File: config.mk
export PLATFORM = sky130hd
export DESIGN_NAME = bus_interface
export DESIGN_NICKNAME = d
export VERILOG_FILES = /design/src/rtl/bus_interface.sv
export SDC_FILE = /design/constraint.sdc
export NUM_CORES = 1
export LEC_CHECK = 0
export CORE_AREA = 3 3 116 118
export DETAILED_ROUTE_END_ITERATION = 8
export DIE_AREA = 0 0 119 121
export PLACE_DENSITY = 0.79
export SLEW_MARGIN = 20
export SYNTH_ARGS = -nofsm -noshare
export SYNTH_HDL_FRONTEND = slang
export SYNTH_SLANG_ARGS = --single-unit
File: constraint.sdc
create_clock -name clock -period 2.55 [get_ports clock]
set_input_delay 0.6375 -clock clock [delete_from_list [all_inputs] [get_ports clock]]
set_output_delay 0.6375 -clock clock [all_outputs]
set_load 0.05 [all_outputs]
File: src/rtl/bus_interface.sv
// Single-master CPU-to-memory bus bridge: big-endian lane steering, read extraction, optional wait states.
// Define BUS_MISALIGN_CHECK_EN to reject misaligned or reserved-size requests with cpu_bus_error.
module bus_interface #(
   parameter int WAIT_STATES = 0
) (
   input  logic        clock,
   input  logic        reset,
   input  logic        cpu_req,
   input  logic        cpu_write,
   input  logic [1:0]  cpu_size,
   input  logic        cpu_signed,
   input  logic [31:0] cpu_address,
   input  logic [31:0] cpu_data_in,
   output logic [31:0] cpu_data_out,
   output logic        cpu_ack,
   output logic        cpu_bus_error,
   output logic        mem_cs,
   output logic        mem_read,
   output logic        mem_write,
   output logic [29:0] mem_address,
   output logic [3:0]  mem_data_strobes,
   output logic [31:0] mem_data_out,
   input  logic [31:0] mem_data_in
);

   localparam logic [1:0] StIdle   = 2'd0;
   localparam logic [1:0] StAccess = 2'd1;
   localparam logic [1:0] StDone   = 2'd2;

   localparam logic [3:0] WaitLoad = 4'(WAIT_STATES);

   logic [1:0]  state_q, state_d;
   logic [3:0]  wait_q, wait_d;
   logic        write_q, write_d;
   logic [1:0]  size_q, size_d;
   logic        signed_q, signed_d;
   logic [1:0]  offset_q, offset_d;
   logic        cs_q, cs_d;
   logic        rd_q, rd_d;
   logic        wr_q, wr_d;
   logic [29:0] addr_q, addr_d;
   logic [3:0]  strb_q, strb_d;
   logic [31:0] wdata_q, wdata_d;
   logic [31:0] rdata_q, rdata_d;
   logic        ack_q, ack_d;
`ifdef BUS_MISALIGN_CHECK_EN
   logic        err_q, err_d;
`endif

   logic [1:0]  reqSize;
   logic        reqLegal;
   logic [3:0]  reqStrobes;
   logic [31:0] reqWdata;
   logic [31:0] laneShifted;
   logic [7:0]  readByte;
   logic [15:0] readHalf;
   logic [31:0] readAligned;

   // Decode the incoming request; reserved size 11 behaves as a word when it is not rejected.
   always_comb begin
      reqSize = (cpu_size == 2'b11) ? 2'b10 : cpu_size;
`ifdef BUS_MISALIGN_CHECK_EN
      reqLegal = !((cpu_size == 2'b11) ||
                   (cpu_size == 2'b01 && cpu_address[0]) ||
                   (cpu_size == 2'b10 && cpu_address[1:0] != 2'b00));
`else
      reqLegal = 1'b1;
`endif
      case (reqSize)
         2'b00: begin
            reqStrobes = 4'b1000 >> cpu_address[1:0];
            reqWdata   = {4{cpu_data_in[7:0]}};
         end
         2'b01: begin
            reqStrobes = cpu_address[1] ? 4'b0011 : 4'b1100;
            reqWdata   = {2{cpu_data_in[15:0]}};
         end
         default: begin
            reqStrobes = 4'b1111;
            reqWdata   = cpu_data_in;
         end
      endcase
   end

   // Big-endian: offset 0 lives in lane 3, so the byte shift is 8 * (3 - offset).
   always_comb begin
      laneShifted = mem_data_in >> {~offset_q, 3'b000};
      readByte    = laneShifted[7:0];
      readHalf    = offset_q[1] ? mem_data_in[15:0] : mem_data_in[31:16];
      case (size_q)
         2'b00:   readAligned = {{24{signed_q & readByte[7]}}, readByte};
         2'b01:   readAligned = {{16{signed_q & readHalf[15]}}, readHalf};
         default: readAligned = mem_data_in;
      endcase
   end

   always_comb begin
      state_d  = state_q;
      wait_d   = wait_q;
      write_d  = write_q;
      size_d   = size_q;
      signed_d = signed_q;
      offset_d = offset_q;
      cs_d     = cs_q;
      rd_d     = rd_q;
      wr_d     = wr_q;
      addr_d   = addr_q;
      strb_d   = strb_q;
      wdata_d  = wdata_q;
      rdata_d  = rdata_q;
      ack_d    = 1'b0;
`ifdef BUS_MISALIGN_CHECK_EN
      err_d    = 1'b0;
`endif
      case (state_q)
         StIdle: begin
            if (cpu_req) begin
               write_d  = cpu_write;
               size_d   = reqSize;
               signed_d = cpu_signed;
               offset_d = cpu_address[1:0];
               if (reqLegal) begin
                  state_d = StAccess;
                  wait_d  = WaitLoad;
                  cs_d    = 1'b1;
                  rd_d    = !cpu_write;
                  wr_d    = cpu_write;
                  addr_d  = cpu_address[31:2];
                  strb_d  = reqStrobes;
                  wdata_d = reqWdata;
               end else begin
                  // Rejected requests go straight to the ack cycle without touching memory.
                  state_d = StDone;
                  ack_d   = 1'b1;
`ifdef BUS_MISALIGN_CHECK_EN
                  err_d   = 1'b1;
`endif
               end
            end
         end
         StAccess: begin
            if (wait_q == 4'd0) begin
               state_d = StDone;
               ack_d   = 1'b1;
               cs_d    = 1'b0;
               rd_d    = 1'b0;
               wr_d    = 1'b0;
               if (!write_q) begin
                  rdata_d = readAligned;
               end
            end else begin
               wait_d = wait_q - 4'd1;
            end
         end
         StDone: begin
            state_d = StIdle;
         end
         default: begin
            state_d = StIdle;
         end
      endcase
   end

   always_ff @(posedge clock) begin
      if (reset) begin
         state_q  <= StIdle;
         wait_q   <= 4'd0;
         write_q  <= 1'b0;
         size_q   <= 2'b00;
         signed_q <= 1'b0;
         offset_q <= 2'b00;
         cs_q     <= 1'b0;
         rd_q     <= 1'b0;
         wr_q     <= 1'b0;
         addr_q   <= 30'd0;
         strb_q   <= 4'b0000;
         wdata_q  <= 32'd0;
         rdata_q  <= 32'd0;
         ack_q    <= 1'b0;
`ifdef BUS_MISALIGN_CHECK_EN
         err_q    <= 1'b0;
`endif
      end else begin
         state_q  <= state_d;
         wait_q   <= wait_d;
         write_q  <= write_d;
         size_q   <= size_d;
         signed_q <= signed_d;
         offset_q <= offset_d;
         cs_q     <= cs_d;
         rd_q     <= rd_d;
         wr_q     <= wr_d;
         addr_q   <= addr_d;
         strb_q   <= strb_d;
         wdata_q  <= wdata_d;
         rdata_q  <= rdata_d;
         ack_q    <= ack_d;
`ifdef BUS_MISALIGN_CHECK_EN
         err_q    <= err_d;
`endif
      end
   end

   assign cpu_data_out     = rdata_q;
   assign cpu_ack          = ack_q;
   assign mem_cs           = cs_q;
   assign mem_read         = rd_q;
   assign mem_write        = wr_q;
   assign mem_address      = addr_q;
   assign mem_data_strobes = strb_q;
   assign mem_data_out     = wdata_q;
`ifdef BUS_MISALIGN_CHECK_EN
   assign cpu_bus_error    = err_q;
`else
   assign cpu_bus_error    = 1'b0;
`endif

endmodule

==> results of run 1 <==
==> cells by family after synthesis <==
| logic type | count (synthesis) |
|---|---|
| AND/OR/NAND/NOR | 244 |
| AO/OA/AOI/OAI | 167 |
| flip-flops | 114 |
| buffers and inverters | 60 |
| multiplexers | 28 |
| XOR/XNOR | 3 |
| adder cells (fa/ha/maj) | 2 |
| other | 1 |
==> synthesized netlist by cell type, types with 2 or more instances <==
| library cell | number |
|---|---|
| nand2_1 | 150 |
| dfxtp_1 | 114 |
| a21oi_1 | 72 |
| nor2_1 | 57 |
| clkbuf_1 | 43 |
| a211oi_1 | 28 |
| o21ai_0 | 28 |
| mux2i_1 | 27 |
| o221ai_1 | 15 |
| a311oi_1 | 8 |
| a31oi_1 | 8 |
| nor4b_1 | 8 |
| or3b_2 | 8 |
| nor3_1 | 6 |
| inv_1 | 5 |
| buf_2 | 4 |
| buf_1 | 3 |
| nor2b_1 | 3 |
| nor3b_1 | 3 |
| o22ai_1 | 3 |
| or3_1 | 3 |
| xnor2_1 | 3 |
| clkinv_1 | 2 |
| ha_1 | 2 |
| or2_2 | 2 |
==> tightest hold or removal path, cell delays in order, from the launching register on <==
cell and delay, ns:
dfxtp_1 0.30, nand2_1 0.05, a21oi_1 0.05
==> metrics by stage <==
| stage | util [%] | worst slack [ns] | instances |
|---|---|---|---|
| after floorplan | - | 0.595 | 619 |
| after global placement | 57.0 | 0.222 | 959 |
| after detailed placement | 57.0 | 0.195 | 959 |
| after CTS | 62.3 | 0.286 | 991 |
| after global routing | 62.3 | 0.254 | 991 |
| final | 62.3 | 0.322 | 991 |
==> state kept, by name (all words and copies together), names as in the netlist <==
| signal | flops |
|---|---|
| cpu_ack | 1 |
| cpu_data_out | 32 |
| mem_address | 30 |
| mem_cs | 1 |
| mem_data_out | 32 |
| mem_data_strobes | 4 |
| mem_read | 1 |
| mem_write | 1 |
| offset_q | 2 |
| signed_q | 1 |
| size_q | 2 |
| state_q | 2 |
| wait_q | 4 |
| write_q | 1 |
==> report_power, final <==
group / switching (W) / internal, W / leakage, nW / total [W]
logic: 0.00163 / 0.000923 / 1.57 / 0.00255
registers: 0.000167 / 0.00206 / 0.935 / 0.00223
clock network: 0.000844 / 0.00178 / 0.308 / 0.00263
total: 0.00264 / 0.00476 / 2.82 / 0.00740
==> worst paths after layout <==
| kind | startpoint | end | slack (ns) | cells past startpoint |
|---|---|---|---|---|
| setup / recovery | mem_data_out[15] | mem_data_out[15] | 0.32 | 1 |
| hold / removal | mem_data_out[4] | mem_data_out[4] | 0.45 | 2 |
| setup reg to reg | wait_q[0] | cpu_data_out[26] | 0.39 | 6 |
| hold reg to reg | mem_data_out[4] | mem_data_out[4] | 0.45 | 2 |
==> cell type report <==
| cell class | count | area share (%) |
|---|---|---|
| multi-input cells | 445 | 31.2 |
| flip-flops and latches | 114 | 29.2 |
| repair buffers | 221 | 28.2 |
| clock buffers | 19 | 5.79 |
| well taps | 172 | 2.75 |
| clock inverters | 13 | 2.64 |
| inverters | 7 | 0.336 |
==> layer usage <==
layer / wire length [um] / vias up / track usage, %
met4: 316 / 0 / 7.53
li1: - / 2524 / -
met3: 1510 / 30 / 9.00
met2: 7390 / 232 / 35.0
met5: 0 / - / 0
met1: 6250 / 2393 / 24.6
==> flow_summary.ini, run 1 <==
[status]
status = complete, no violations

[logic_synthesis]
synthAdderAreaFrac_pct = 0.505
synth_flop_cell = dfxtp_1
synth_top_family_by_area = simple AND/OR/NAND/NOR gates
yosysTopAreaCellShare_pct = 46.1
yosysWarnings = 0
ys_seq_elements = 114
yosysSeqAreaShare_pct = 46.1
async_reset_ff_share_pct = 0
syn-instance-count = 619
synth_top_cell_by_area = dfxtp_1
netlist_area_mm2 = 0.00495
synthSimpleGateAreaFrac_pct = 21.1
syn-num-nets = 724
avgSynthCellArea_um2 = 8.00
synth.mux.area_fraction_pct = 5.91
synth.area.top_cells = dfxtp_1, nand2_1, a21oi_1
ys_types = 39
synth_compound_area_share_pct = 20.9
synth_edf_count = 0
synth_xor_area_share_pct = 0.530

[cells_and_area]
seqCellArea_mm2 = 0.00228
drive_gt1_share_pct = 7.94
antenna_cells = 0
areaGrowthSynthToFinish_pct = 58.0
final_cell_mix = clkdlybuf4s50_1, nand2_1, dfxtp_1
multi_input_area_mm2 = 0.00244
fillers = 1058
final_common_cell = clkdlybuf4s50_1
num-nets-final = 911
fin_area_mm2 = 0.00783

[detailed_routing]
drc = 0
routed_via_density = 5.23
ant_nets = 0
wl_per_cell_um = 15.6
wl_um = 15500
drtIter0Drc = 264
via_count = 5179
drt-pass1-iter-count = 6

[placement]
hpwl_um = 11100
numPortBuffers = 204
gp_congestion = 0.843
post_dp_cell_area_mm2 = 0.00717

[timing]
rsz0062_at_grt = false
drv_slew = 0
worst_slew_pin_slew_ns = 0.865
maxSlewHeadroom_pct = 42.3
fmax_mhz = 449
timing.hold.ws_ns = 0.453
finalSetupViolCount = 0
fin_crit_sh_pct = 87.4
hold_viol_final = 0
totalNegativeSetupSlack_ns = 0
skew_ns = 0.0103
min_period_ns = 2.23

[clock_network]
cts_resized = 0
cts_setup_buffers = 0
clk_latency_ns = 0.41
path_clk_slew_ns = 0.06
cts_htree_levels = 4
tritoncts = built
cts.sinks = 114
cts_made_buffers = 17
hold_buffers = 0
cts_root_buf = clkbuf_16
clk_path_buf_depth = 2

[die]
ios = 206
initial_core_util_pct = 39.4
coreArea_mm2 = 0.0126
die_h_um = 121
die_w_um = 119
dieArea_mm2 = 0.0144
num_rows = 41

[setup_path]
critPathSlowestCell = clkdlybuf4s50_1
worstPathRequired_ns = 1.91
crit_chain = clkdlybuf4s50_1
crit_arrival_ns = 1.59
critPathTopFamily = buffers and inverters
crit_fanout = 2
critical_path_class = flip-flop to output pin
critPathMaxStageDelay_ns = 0.84
cp.buffers_inverters = 1
crit_path_end_kind = output pin
critPathLaunchType = flip-flop

[pwr]
power.density_mw_per_mm2 = 946
design_power_total_w = 0.00740
power.leakage_nw = 2.82
peakVddDrop_mv = 0.518

[global_route]
antenna_found_initial = 0
grt_max_degree = 97
grt_pass1_wl_um = 24700
grt_use_total_pct = 21.2
grt_pass1_vias = 4991
grt-ovfl-total = 0

[worst_hold_path]
hold_path_class = flip-flop to flip-flop

[run]
cap_violations = 0
Power figures use the tool's default switching activity.
==> inputs of run 2 (changes only) <==
Settings changed: CTS_CLUSTER_SIZE from default to 30, TNS_END_PERCENT from default to 5.
==> results of run 2 <==
No change in the layout: final DEF, timing and power equal those of run 1.
==> inputs of run 3 (changes only) <==
Settings changed: CORE_AREA 3 3 116 118 to 3 3 145 147, DIE_AREA 0 0 119 121 to 0 0 148 150, PLACE_DENSITY 0.79 to 0.53.
==> flow_summary.ini, run 3 (same netlist as run 1, synthesis figures left out) <==
[run]
cap_violations = 0

[setup_path]
critPathTopFamily = buffers and inverters
cp.buffers_inverters = 1
crit_fanout = 2
crit_arrival_ns = 1.67
r2r_slack_ns = 0.39
critPathLaunch = cpu_data_out[15]
ff2ff_path_depth = 6
critPathSlowestCell = clkdlybuf4s50_1
crit_path_end_kind = output pin
rr_startpoint = wait_q[0]
crit_chain = clkdlybuf4s50_1
critPathLaunchType = flip-flop
critPathMaxStageDelay_ns = 0.85
r2r_end = cpu_data_out[31]
worstPathRequired_ns = 1.91
critical_path_class = flip-flop to output pin

[pwr]
clkPwrFrac_pct = 34.7
pwr-share-seq_pct = 30.1
design_power_total_w = 0.00737
power_switching_w = 0.00269
swShare_pct = 36.5
power.leakage_nw = 2.82
peakVddDrop_mv = 0.438
internal_power_w = 0.00468
pwr-share-comb_pct = 35.2
power.density_mw_per_mm2 = 925

[detailed_routing]
drc = 0
via_count = 5012
wl_met1_um = 8040
top_layer = met4
wl_met2_um = 7440
routed_via_density = 4.59
ant_nets = 0
met3RoutedLength_um = 1690
drtIter0Drc = 199
drt-pass1-iter-count = 4
wl_per_cell_um = 15.9
wl_um = 17400

[timing]
hold_viol_final = 0
drv_slew = 0
finalSetupViolCount = 0
fmax_mhz = 432
fin_crit_sh_pct = 90.7
maxSlewHeadroom_pct = 59.4
min_period_ns = 2.31
rsz0062_at_grt = false
skew_ns = 0.00747
worst_slew_pin_slew_ns = 0.607
totalNegativeSetupSlack_ns = 0

[cells_and_area]
final_cell_mix = clkdlybuf4s50_1, nand2_1, dfxtp_1
drive_gt1_share_pct = 8.16
antenna_cells = 0
final_common_cell = clkdlybuf4s50_1
areaGrowthSynthToFinish_pct = 60.7
num-nets-final = 914

[die]
coreArea_mm2 = 0.0200
die_w_um = 148
dieArea_mm2 = 0.0222
initial_core_util_pct = 24.7
die_h_um = 150
ios = 206
num_rows = 52

[global_route]
antenna_found_initial = 0
grt_max_degree = 61
grt-ovfl-total = 0
grt_pass1_wl_um = 27100
grt_use_total_pct = 15.5
grt_pass1_vias = 4803

[clock_network]
cts_root_buf = clkbuf_16
cts_made_buffers = 17
cts_setup_buffers = 0
hold_buffers = 0
cts.sinks = 114
path_clk_slew_ns = 0.06
cts_resized = 0
clk_path_buf_depth = 2
tritoncts = built
clk_latency_ns = 0.41
cts_htree_levels = 4

[placement]
gp_congestion = 0.777
numPortBuffers = 204
hpwl_um = 12300

[worst_hold_path]
hold_end = mem_address[14]
hold_path_class = flip-flop to flip-flop
worstHoldStart = mem_address[14]
whs_path_depth = 2

[status]
status = complete, no violations
## run 3: changes by cell type in the layout (fill, tap and decap cells not counted), sizes merged
cell,before,now
buf,18,21
bufinv,5,4
clkinv,4,5
clkinvlp,5,4
## run 3: area by class of cell
| type | count | area, um^2 |
|---|---|---|
| clock buffer | 19 | 453 |
| inverter | 7 | 26.3 |
| multi-input combinational | 445 | 2440 |
| fill | 2094 | 12100 |
| clock inverter | 12 | 181 |
| sequential | 114 | 2280 |
| tap | 270 | 338 |
| timing repair buffer | 224 | 2240 |
## run 3: power groups by stage
stage	clock, W	combinational [W]	sequential (W)
2_1_floorplan	0	0.000866	0.00305
3_3_place_gp	0	0.00262	0.00225
3_5_place_dp	0	0.00262	0.00226
4_1_cts	0.00264	0.00262	0.00222
5_1_grt	0.00272	0.00279	0.00226
6_report	0.00256	0.00259	0.00222
## run 3: worst min-delay path, cell delays in order, from the launching register on
cell and delay [ns]:
dfxtp_1 0.30, nand2_1 0.05, a21oi_1 0.05
## run 3: per-stage QoR
| step | utilization [%] | cells | setup WS (ns) | hold slack (ns) | instance area (um^2) |
|---|---|---|---|---|---|
| 2_1_floorplan | - | 619 | 0.595 | 0.445 | 4950 |
| 3_3_place_gp | 36.6 | 1060 | 0.215 | 0.441 | 7330 |
| 3_5_place_dp | 36.6 | 1060 | 0.197 | 0.445 | 7330 |
| 4_1_cts | 39.7 | 1091 | 0.205 | 0.453 | 7960 |
| 5_1_grt | 39.7 | 1091 | 0.174 | 0.470 | 7960 |
| 6_report | 39.7 | 1091 | 0.238 | 0.452 | 7960 |
## run 3: worst max path at each step
stage | cells past startpoint | endpoint
after floorplan | 8 | cpu_data_out[20]
after global placement | 5 | cpu_data_out[12]
after detailed placement | 5 | cpu_data_out[30]
after CTS | 1 | cpu_data_out[15]
after global routing | 1 | cpu_data_out[15]
final | 1 | cpu_data_out[15]
## run 3: routing by layer
metal  vias to the layer above  GRT usage, %
met2                       185          22.5
met1                      2273          20.6
li1                       2537             -
met4                         0          4.76
met3                        17          6.94
met5                         -             0
